[config.mk]
export PLATFORM = sky130hd
export DESIGN_NAME = eth_axis_rx_core
export DESIGN_NICKNAME = d
export VERILOG_FILES = /design/src/rtl/eth_pkg.sv /design/src/rtl/eth_axis_rx_core.sv
export SDC_FILE = /design/constraint.sdc
export NUM_CORES = 1
export LEC_CHECK = 0
export CORE_AREA = 2 2 136 138
export DETAILED_ROUTE_END_ITERATION = 16
export DIE_AREA = 0 0 138 140
export PLACE_DENSITY = 0.75
export SETUP_SLACK_MARGIN = 0.1
export SKIP_CTS_REPAIR_TIMING = 1
export SLEW_MARGIN = 20
export SYNTH_ARGS = -nofsm -noshare
export SYNTH_HDL_FRONTEND = slang
export SYNTH_SLANG_ARGS = --single-unit
[constraint.sdc]
create_clock -name clk -period 2.7 [get_ports clk]
set_input_delay 0.27 -clock clk [delete_from_list [all_inputs] [get_ports clk]]
set_output_delay 0.27 -clock clk [all_outputs]
set_load 0.03 [all_outputs]
[src/rtl/eth_pkg.sv]
// Shared Ethernet header definitions for the receive deframer.
package eth_pkg;

    localparam int unsigned ETH_HDR_BYTES = 14;
    localparam int unsigned MAC_W         = 48;
    localparam int unsigned TYPE_W        = 16;
    localparam int unsigned HDR_W         = ETH_HDR_BYTES * 8;

    // Field order matches wire order, so the 14-byte shift register casts straight onto it.
    typedef struct packed {
        logic [MAC_W-1:0]  dest_mac;
        logic [MAC_W-1:0]  src_mac;
        logic [TYPE_W-1:0] eth_type;
    } eth_hdr_t;

    typedef enum logic {
        ST_HEADER  = 1'b0,
        ST_PAYLOAD = 1'b1
    } rx_state_t;

endpackage

[src/rtl/eth_axis_rx_core.sv]
// Ethernet receive deframer: strips the 14-byte header onto a valid/ready
// header channel and forwards the payload through a one-deep register slice.
module eth_axis_rx_core
    import eth_pkg::*;
#(
    parameter int unsigned DATA_WIDTH  = 8,
    parameter bit          KEEP_ENABLE = (DATA_WIDTH > 8),
    parameter int unsigned KEEP_WIDTH  = DATA_WIDTH / 8
) (
    input  logic                  clk,
    input  logic                  reset,

    input  logic [DATA_WIDTH-1:0] s_axis_tdata,
    input  logic [KEEP_WIDTH-1:0] s_axis_tkeep,
    input  logic                  s_axis_tvalid,
    output logic                  s_axis_tready,
    input  logic                  s_axis_tlast,
    input  logic                  s_axis_tuser,

    output logic                  m_eth_hdr_valid,
    input  logic                  m_eth_hdr_ready,
    output logic [MAC_W-1:0]      m_eth_dest_mac,
    output logic [MAC_W-1:0]      m_eth_src_mac,
    output logic [TYPE_W-1:0]     m_eth_type,

    output logic [DATA_WIDTH-1:0] m_eth_payload_axis_tdata,
    output logic [KEEP_WIDTH-1:0] m_eth_payload_axis_tkeep,
    output logic                  m_eth_payload_axis_tvalid,
    input  logic                  m_eth_payload_axis_tready,
    output logic                  m_eth_payload_axis_tlast,
    output logic                  m_eth_payload_axis_tuser,

    output logic                  busy,
    output logic                  error_header_early_termination
);

    localparam int unsigned CNT_W = 4;

    rx_state_t             state;
    logic [CNT_W-1:0]      byte_cnt;
    logic [HDR_W-1:0]      hdr_shift;
    logic [HDR_W-1:0]      hdr_next;
    eth_hdr_t              hdr_q;
    logic                  hdr_valid_q;
    logic [DATA_WIDTH-1:0] pl_data_q;
    logic [KEEP_WIDTH-1:0] pl_keep_q;
    logic                  pl_valid_q;
    logic                  pl_last_q;
    logic                  pl_user_q;
    logic                  busy_q;
    logic                  err_q;
    logic                  accept;
    logic                  hdr_done;
    logic [KEEP_WIDTH-1:0] keep_in;
    logic                  unused_keep;

    // Header side stalls while a header is unconsumed; payload side is a skid-free slice.
    assign s_axis_tready = (state == ST_HEADER) ? !hdr_valid_q
                                                : (!pl_valid_q || m_eth_payload_axis_tready);
    assign accept      = s_axis_tvalid && s_axis_tready;
    assign keep_in     = KEEP_ENABLE ? s_axis_tkeep : '1;
    assign hdr_done    = (byte_cnt == CNT_W'(ETH_HDR_BYTES - KEEP_WIDTH));
    assign unused_keep = ^s_axis_tkeep;

    // Shift beat bytes in arrival order; tdata[7:0] is the earlier byte.
    always_comb begin
        hdr_next = hdr_shift;
        for (int unsigned i = 0; i < KEEP_WIDTH; i++) begin
            hdr_next = {hdr_next[HDR_W-9:0], s_axis_tdata[i*8 +: 8]};
        end
    end

    always_ff @(posedge clk or negedge reset) begin
        if (!reset) begin
            state       <= ST_HEADER;
            byte_cnt    <= '0;
            hdr_shift   <= '0;
            hdr_q       <= '0;
            hdr_valid_q <= 1'b0;
            pl_data_q   <= '0;
            pl_keep_q   <= '0;
            pl_valid_q  <= 1'b0;
            pl_last_q   <= 1'b0;
            pl_user_q   <= 1'b0;
            busy_q      <= 1'b0;
            err_q       <= 1'b0;
        end else begin
            err_q <= 1'b0;
            if (hdr_valid_q && m_eth_hdr_ready) begin
                hdr_valid_q <= 1'b0;
            end
            if (pl_valid_q && m_eth_payload_axis_tready) begin
                pl_valid_q <= 1'b0;
            end
            if (accept) begin
                busy_q <= !s_axis_tlast;
            end

            case (state)
                ST_HEADER: begin
                    if (accept) begin
                        hdr_shift <= hdr_next;
                        if (s_axis_tlast) begin
                            err_q    <= 1'b1;
                            byte_cnt <= '0;
                        end else if (hdr_done) begin
                            hdr_q       <= eth_hdr_t'(hdr_next);
                            hdr_valid_q <= 1'b1;
                            byte_cnt    <= '0;
                            state       <= ST_PAYLOAD;
                        end else begin
                            byte_cnt <= byte_cnt + CNT_W'(KEEP_WIDTH);
                        end
                    end
                end
                ST_PAYLOAD: begin
                    if (accept) begin
                        pl_data_q  <= s_axis_tdata;
                        pl_keep_q  <= keep_in;
                        pl_last_q  <= s_axis_tlast;
                        pl_user_q  <= s_axis_tuser;
                        pl_valid_q <= 1'b1;
                        if (s_axis_tlast) begin
                            state <= ST_HEADER;
                        end
                    end
                end
                default: state <= ST_HEADER;
            endcase
        end
    end

    assign m_eth_hdr_valid                = hdr_valid_q;
    assign m_eth_dest_mac                 = hdr_q.dest_mac;
    assign m_eth_src_mac                  = hdr_q.src_mac;
    assign m_eth_type                     = hdr_q.eth_type;
    assign m_eth_payload_axis_tdata       = pl_data_q;
    assign m_eth_payload_axis_tkeep       = pl_keep_q;
    assign m_eth_payload_axis_tvalid      = pl_valid_q;
    assign m_eth_payload_axis_tlast       = pl_last_q;
    assign m_eth_payload_axis_tuser       = pl_user_q;
    assign busy                           = busy_q;
    assign error_header_early_termination = err_q;

endmodule

==> impl_metrics.tcl <==
set metrics [dict create \
    outcome "completed" \
    wirelength_um 18400 \
    first_pass_iters 5 \
    syn_inst 746 \
    clk_latency_ns 0.50 \
    grt_first_pass_wirelength_um 31100 \
    wl_per_cell_um 16.2 \
    synth_warnings 0 \
    critical_path_depth 4 \
    synth_edf_count 0 \
    synth_cell_type_count 28 \
    ys.flop_type "dfrtp_1" \
    max-clock-path-buffers 3 \
    cts.sinks 236 \
    io_pins 144 \
    max_stage_delay_ns 0.50 \
    dpl.hpwl_um 11500 \
    antenna_found_initial 0 \
    max_slew_margin_pct 58.2 \
    power.static_leakage_nw 5.85 \
    hp-class "in2reg" \
    path_class "reg2reg" \
    max_freq_mhz 468 \
    worstPathCellList "or3b_4 > nor3_4 > buf_12 > mux2_1" \
    core_area_um2 17800 \
    ctsRootBufferMaster "clkbuf_16" \
    fin_skew_ns 0.00723 \
    hold_path_depth 3 \
    critical-path-top-delay-family "simple AND/OR/NAND/NOR gates" \
    crit_end "m_eth_src_mac[25]" \
    grt_max_degree 82 \
    yosysSeqAreaShare_pct 66.4 \
    reg2regPathDepth 4 \
    gp_congestion 0.743 \
    fin_crit_sh_pct 79.1 \
    period_needed_ns 2.14 \
    syn_area_per_cell_um2 11.9 \
    synth_area_um2 8900 \
    layout_common_cells "nand2_1 (317), dfrtp_1 (236), clkdlybuf4s50_1 (141), mux2_1 (69), mux2_2 (54)" \
    grt_pass1_vias 5940 \
    vias_per_cell 5.08 \
    slowest_stage "or3b_4" \
    synth_nets 764 \
    peakVddDrop_v 0.000691 \
    h-tree-depth 1 \
    worstReg2RegEnd "m_eth_src_mac[25]" \
    worstPathArrival_ns 2.52 \
    die_w_um 138 \
    worst_ep_required_time_ns 3.08 \
    ff2ff_setup_slack_ns 0.56 \
    grt_usage_pct 19.3 \
    die_h_um 140 \
    layout_commonest_cell "nand2_1" \
    portBuffers 142 \
    drc_errors 0 \
    final-hold-violation-count 0 \
    worstPathMaxFanout 65 \
    critical_path.endpoint_type "flip-flop" \
    whs_ns 0.346 \
    nets 908 \
    power_density_nw_per_um2 1080 \
    startpoint_type "flip-flop" \
    setup_viol 0 \
    rr_startpoint "m_eth_hdr_valid" \
    clkTransAtPathRegs_ns 0.06 \
    drive_gt1_share_pct 11.9 \
    start_util_pct 50.0 \
    grt_setup_unrepaired "no" \
    drt_iter0_drc 333 \
    tritoncts "built" \
    dieArea_um2 19300 \
    cap_violations 0 \
    ant_nets 0 \
    critPathBufInv 1 \
    ys_ff_latch 236 \
    maxSlewViolCount 0 \
    grt-ovfl-total 0 \
    crit_start "m_eth_hdr_valid" \
    vias 5767 \
    antenna_cells 0 \
    async_reset_ff_share_pct 100 \
    setup-tns-final_ns 0 \
    areaGrowthSynthToFinish_pct 28.1 \
    cts_made_buffers 24 \
    num_rows 49 \
    worst_pin_slew_ns 0.627 \
]
-- through the flow --
step	setup WS, ns	utilization, %	power (mW)	instances	area, µm²
floorplan	0.615	-	7.44	746	8900
detailed placement	0.241	59.5	9.06	1092	10600
global placement	0.289	59.5	8.92	1092	10600
global route	0.465	64.1	13.0	1135	11400
CTS	0.556	64.1	12.5	1134	11400
finish	0.564	64.1	12.3	1135	11400
-- layer usage --
metal / share of wire (%) / track usage [%] / routed length [µm] / up-vias
met5: 0 / 0 / 0 / -
met4: 1.3 / 3.65 / 237 / 0
met3: 6.6 / 5.09 / 1220 / 24
met2: 49 / 32.5 / 8940 / 139
met1: 43 / 25.9 / 7960 / 2922
li1: - / - / - / 2682
-- where the power goes --
group | switching [mW] | internal (mW) | leakage, nW
combinational | 2.05 | 1.47 | 2.28
clock | 1.32 | 2.04 | 0.401
sequential | 0.805 | 4.64 | 3.17
total | 4.17 | 8.16 | 5.85
-- how the worst min path moves through the flow --
stage	endpoint	slack [ns]	startpoint
2_1_floorplan	busy	-0.03	reset
4_1_cts	m_eth_dest_mac[2]	-0.22	reset
6_report	m_eth_hdr_valid	0.35	m_eth_hdr_ready
5_1_grt	m_eth_hdr_valid	0.35	m_eth_hdr_ready
3_5_place_dp	m_eth_dest_mac[2]	0.32	reset
3_3_place_gp	m_eth_dest_mac[2]	0.31	reset
-- flip-flops by register name, indices dropped and copies added (netlist names) --
register                        count
error_header_early_termination      1
busy                                1
m_eth_hdr_valid                     1
byte_cnt                            4
m_eth_dest_mac                     48
m_eth_payload_axis_tuser            1
m_eth_type                         16
m_eth_payload_axis_tlast            1
hdr_shift                         104
m_eth_payload_axis_tkeep            1
state                               1
m_eth_src_mac                      48
m_eth_payload_axis_tvalid           1
m_eth_payload_axis_tdata            8
-- cell families (layout without fill, tap and decap cells) --
group	Yosys count	in the layout	synth area share (%)
compound gates	9	9	0.619
mux	124	124	15.7
buf+inv	41	201	2.42
simple gates	334	334	14.6
flops	236	236	66.4
fa+ha+maj	2	2	0.281
-- cells in the mapped netlist (2+ instances only) --
master / instances / share of area, %
mux2_1: 69 / 8.7
a21oi_1: 3 / 0.17
nor2_1: 3 / 0.13
nor2b_1: 3 / 0.21
or3_1: 2 / 0.14
ha_1: 2 / 0.28
mux2_2: 54 / 6.8
clkbuf_1: 23 / 0.97
inv_1: 4 / 0.17
o21ai_0: 2 / 0.11
dfrtp_1: 236 / 66
buf_1: 2 / 0.084
nand3_1: 3 / 0.17
nand2_1: 317 / 13
buf_6: 7 / 0.89
buf_2: 4 / 0.23
-- tightest hold or removal path, stage by stage --
cell	delay [ns]
clkdlybuf4s50_1	0.40
inv_1	0.05
a21o_1	0.10
-- final cells by class --
class                           count  area, µm²
Clock buffer                       36        727
Clock inverter                      6       80.1
Fill cell                        1396       6380
Sequential cell                   236       5910
Multi-Input combinational cell    469       2780
Timing Repair Buffer              155       1600
Tap cell                          229        287
Inverter                            4       15.0
Note: power is estimated with default switching activity, not from simulation.
